==> config.mk <==
export PLATFORM = sky130hd
export DESIGN_NAME = serial_tx
export DESIGN_NICKNAME = d
export VERILOG_FILES = /design/src/rtl/serial_tx.sv
export SDC_FILE = /design/constraint.sdc
export NUM_CORES = 1
export LEC_CHECK = 0
export ABC_AREA = 1
export CORE_ASPECT_RATIO = 1.75
export CORE_MARGIN = 2
export CORE_UTILIZATION = 60
export CTS_CLUSTER_DIAMETER = 60
export CTS_CLUSTER_SIZE = 10
export DETAILED_ROUTE_END_ITERATION = 7
export PLACE_DENSITY = 0.83
export SLEW_MARGIN = 20
export SYNTH_ARGS = -nofsm -noshare
export SYNTH_HDL_FRONTEND = slang
export SYNTH_SLANG_ARGS = --single-unit
==> constraint.sdc <==
create_clock -name clk -period 4.4 [get_ports clk]
set_clock_uncertainty 0.1 [all_clocks]
set_input_delay 0.66 -clock clk [delete_from_list [all_inputs] [get_ports clk]]
set_output_delay 0.66 -clock clk [all_outputs]
set_load 0.02 [all_outputs]
==> src/rtl/serial_tx.sv <==
// Write-only UART transmitter (8N1, LSB first) fed by a small byte FIFO,
// with a DATA push register and a STATUS register on a 4-bit offset bus.
module serial_tx #(
  parameter int CLK_DIV = 868,
  parameter int DEPTH   = 16
) (
  input  logic        clk,
  input  logic        rst,
  input  logic        sel,
  input  logic        we,
  input  logic [3:0]  addr,
  input  logic [31:0] din,
  output logic [31:0] dout,
  output logic        tx
);

  localparam int CW = (CLK_DIV > 1) ? $clog2(CLK_DIV) : 1;
  localparam int AW = $clog2(DEPTH);
  localparam int NW = $clog2(DEPTH + 1);
  localparam logic [CW-1:0] CNT_LAST  = CW'(CLK_DIV - 1);
  localparam logic [NW-1:0] CNT_DEPTH = NW'(DEPTH);

  typedef enum logic [1:0] {IDLE, START, DATA, STOP} state_t;

  state_t          state, state_n;
  logic [CW-1:0]   cnt, cnt_n;
  logic [2:0]      idx, idx_n;
  logic [7:0]      shift, shift_n;
  logic            tx_n;

  logic [7:0]      mem [DEPTH];
  logic [AW-1:0]   wr_ptr, rd_ptr;
  logic [NW-1:0]   count;
  logic            ovf;
  logic            full, empty, busy;
  logic            data_wr, stat_wr, push, pop;
  logic [7:0]      count_byte;
  logic            din_unused;

  assign full       = (count == CNT_DEPTH);
  assign empty      = (count == '0);
  assign busy       = (state != IDLE);
  assign data_wr    = sel && we && (addr == 4'h0);
  assign stat_wr    = sel && we && (addr == 4'h4);
  assign push       = data_wr && !full;
  assign count_byte = 8'(count);
  assign din_unused = ^din[31:8];

  // Register reads ignore sel so the bus mux can sample dout freely.
  always_comb begin
    dout = '0;
    if (addr == 4'h4) begin
      dout = {16'b0, count_byte, 4'b0, ovf, empty, full, busy};
    end
  end

  // Next-state logic; tx_n is registered so the line never glitches.
  always_comb begin
    state_n = state;
    cnt_n   = cnt;
    idx_n   = idx;
    shift_n = shift;
    tx_n    = tx;
    pop     = 1'b0;
    case (state)
      IDLE: begin
        tx_n = 1'b1;
        if (!empty) begin
          pop     = 1'b1;
          shift_n = mem[rd_ptr];
          cnt_n   = '0;
          state_n = START;
          tx_n    = 1'b0;
        end
      end
      START: begin
        if (cnt == CNT_LAST) begin
          cnt_n   = '0;
          idx_n   = 3'd0;
          state_n = DATA;
          tx_n    = shift[0];
        end else begin
          cnt_n = cnt + 1'b1;
          tx_n  = 1'b0;
        end
      end
      DATA: begin
        if (cnt == CNT_LAST) begin
          cnt_n = '0;
          if (idx == 3'd7) begin
            state_n = STOP;
            tx_n    = 1'b1;
          end else begin
            shift_n = {1'b0, shift[7:1]};
            idx_n   = idx + 3'd1;
            tx_n    = shift[1];
          end
        end else begin
          cnt_n = cnt + 1'b1;
        end
      end
      STOP: begin
        if (cnt == CNT_LAST) begin
          cnt_n = '0;
          // Chain straight into the next start bit when more data waits.
          if (!empty) begin
            pop     = 1'b1;
            shift_n = mem[rd_ptr];
            state_n = START;
            tx_n    = 1'b0;
          end else begin
            state_n = IDLE;
            tx_n    = 1'b1;
          end
        end else begin
          cnt_n = cnt + 1'b1;
          tx_n  = 1'b1;
        end
      end
      default: begin
        state_n = IDLE;
        tx_n    = 1'b1;
      end
    endcase
  end

  always_ff @(posedge clk or posedge rst) begin
    if (rst) begin
      state <= IDLE;
      cnt   <= '0;
      idx   <= 3'd0;
      shift <= 8'h00;
      tx    <= 1'b1;
    end else begin
      state <= state_n;
      cnt   <= cnt_n;
      idx   <= idx_n;
      shift <= shift_n;
      tx    <= tx_n;
    end
  end

  always_ff @(posedge clk or posedge rst) begin
    if (rst) begin
      wr_ptr <= '0;
      rd_ptr <= '0;
      count  <= '0;
      ovf    <= 1'b0;
    end else begin
      if (push) wr_ptr <= wr_ptr + 1'b1;
      if (pop)  rd_ptr <= rd_ptr + 1'b1;
      case ({push, pop})
        2'b10:   count <= count + 1'b1;
        2'b01:   count <= count - 1'b1;
        default: count <= count;
      endcase
      // Full is judged before the edge, so a same-edge pop does not save the write.
      if (stat_wr && din[3]) begin
        ovf <= 1'b0;
      end else if (data_wr && full) begin
        ovf <= 1'b1;
      end
    end
  end

  always_ff @(posedge clk) begin
    if (push) mem[wr_ptr] <= din[7:0];
  end

endmodule

==> impl_metrics.tcl <==
set metrics [dict create \
    grt_pass1_vias 5611 \
    num_rows 55 \
    power_density_nw_per_um2 409 \
    async_flop_share_pct 22.9 \
    hp-class "flip-flop to flip-flop" \
    tightest_slew_ns 1.04 \
    grt_pass1_wl_mm 26.7 \
    antenna_found_initial 0 \
    htreeDepth 4 \
    drt_wl_total_mm 16.5 \
    cts_resized 0 \
    synthToLayoutAreaGrowth_pct 11.5 \
    irDropWorstVdd_mv 0.404 \
    syn_inst 763 \
    synth_edf_count 128 \
    crit_required_ns 3.64 \
    numCtsBuffers 17 \
    grt.total_usage_pct 24.9 \
    start_util_pct 60.5 \
    path_clk_slew_ns 0.07 \
    swShare_pct 24.8 \
    drc 0 \
    first_pass_iters 8 \
    p_sw_uw 877 \
    dieArea_sq_um 13900 \
    period_share_pct 72.6 \
    drive_gt1_share_pct 8.76 \
    clock_sinks 166 \
    postLayoutCellArea_sq_um 8640 \
    yosysSeqAreaShare_pct 61.9 \
    critPathArrivalTime_ns 2.44 \
    ant_nets 0 \
    ys_ff_latch 166 \
    status "completed" \
    post-route-util_pct 67.5 \
    wl_per_cell_microns 17.1 \
    pre_cts_slack_ns 1.21 \
    grt_overflow_total 0 \
    clk_latency_ns 0.44 \
    p_comb_share_pct 5.9 \
    cp-end-kind "output pin" \
    syn_avg_cell_area_sq_um 10.2 \
    cts_buffer_depth 2 \
    diodes 0 \
    setup_slack_ns 1.20 \
    ioPinCount 73 \
    io_buffers 25 \
    power_leakage_uw 0.00355 \
    synth_area_sq_um 7750 \
    finalSetupViolCount 0 \
    power_frac_seq_pct 49.8 \
    internal_power_uw 2660 \
    synth_flop_cell "edfxtp_1" \
    p_clk_share_pct 44.3 \
    setup-tns-final_ns 0 \
    post_cts_buffers 0 \
    p_total_uw 3540 \
    postCtsHoldBufs 0 \
    hpwl_mm 11.2 \
    die_y_microns 154 \
    maxSlewHeadroom_pct 30.4 \
    min_period_ns 3.20 \
    synth_warnings 0 \
    drtIter0Drc 517 \
    die_w_microns 89.9 \
    synth_cell_types 36 \
    clockRootBuffer "clkbuf_16" \
    place_area_sq_um 8010 \
    nets 843 \
    gp_congestion 0.854 \
    via_per_inst 5.62 \
    nFillCells 948 \
    slew_viol_final 0 \
    grt_max_degree 71 \
    hold_viol 0 \
    crit_fanout 9 \
    vias 5447 \
    core-area_sq_um 12800 \
    rsz0062_at_grt "no" \
    fmax_ghz 0.313 \
    crit_type "primary input to output pin" \
    maxCapViolCount 0 \
    start_kind "primary input" \
    cts_tree "done" \
]
[power groups by stage]
stage / sequential (uW) / clock, uW / combinational, uW
detailed placement: 1790 / 0 / 205
CTS: 1760 / 1580 / 208
floorplan: 1780 / 0 / 157
finish: 1760 / 1570 / 210
global route: 1760 / 1640 / 238
global placement: 1790 / 0 / 192
[metrics by stage]
| stage | instances | hold slack, ns |
|---|---|---|
| 2_1_floorplan | 785 | 0.349 |
| 3_3_place_gp | 938 | 0.356 |
| 3_5_place_dp | 938 | 0.359 |
| 4_1_cts | 970 | 0.368 |
| 5_1_grt | 970 | 0.395 |
| 6_report | 970 | 0.366 |
[cells in the mapped netlist (all sizes together), types with 4 or more instances]
library cell / count / share of area, %
a21oi: 26 / 1.7
buf: 41 / 3.6
clkbuf: 4 / 0.21
dfrtp: 37 / 12
edfxtp: 128 / 50
ha: 17 / 2.7
inv: 63 / 3.1
nand2: 195 / 9.8
nand3: 56 / 4.1
nor2: 112 / 6.1
o211ai: 7 / 0.68
o21ai: 45 / 2.9
xor2: 12 / 1.4
[worst max-delay path: stages]
cell,delay (ns)
clkdlybuf4s50_1,0.40
nor2_1,0.17
nand3_1,0.35
nor2_1,0.23
clkdlybuf4s50_1,0.63
[area by class of cell]
cell class	count	area [sq um]	share of cell area (%)
sequential	166	4800	55.5
clock inverter	15	205	2.37
timing repair buffer	27	265	3.07
clock buffer	17	425	4.92
tap	171	214	2.48
inverter	63	236	2.74
multi-input combinational	511	2500	28.9
[registers in the layout, summed over array words and instances (netlist names)]
signal  cells
state       2
wr_ptr      4
mem       128
ovf         1
tx          1
idx         3
rd_ptr      4
cnt        10
count       5
shift       8
[per-layer routing]
layer | share of wire (%) | GRT usage (%)
met3 | 5.5 | 4.29
met4 | 3.6 | 13.8
met2 | 57 | 47.0
met1 | 34 | 25.8
met5 | 0 | 0
[path summary, 6_finish.rpt]
path	to	startpoint	slack, ns	cells past startpoint
worst min-delay path	tx	tx	0.37	2
worst max-delay path	dout[0]	addr[1]	1.20	5
min in group asynchronous	cnt[9]	rst	0.54	2
worst max register to register	count[4]	cnt[0]	1.37	22
max in group asynchronous	tx	rst	2.94	3
worst min register to register	tx	tx	0.37	2
[layout by cell type, fill, tap and decap left out, drive strengths merged, types with 4 or more instances in the layout]
master         netlist  final
dfrtp               37     37
o21ai               45     45
inv                 63     71
clkbuf               4     17
nand3               56     56
clkinv               0      4
a21oi               26     26
nor2               112    112
clkdlybuf4s50        0     25
ha                  17     17
o211ai               7      7
conb                 1     23
nand2              195    195
xor2                12     12
edfxtp             128    128
[cells by family (layout without fill, tap and decap cells)]
group | Yosys count | in the layout | share of synthesized area, %
AND/OR/NAND/NOR | 370 | 370 | 20.7
flip-flops | 166 | 166 | 61.9
buffers and inverters | 108 | 122 | 6.91
AO/OA/AOI/OAI | 87 | 87 | 6.15
adder cells (fa/ha/maj) | 17 | 17 | 2.75
XOR/XNOR | 14 | 14 | 1.58
other | 1 | 23 | 0.0484
No activity file was read; power rests on OpenSTA's default activity.
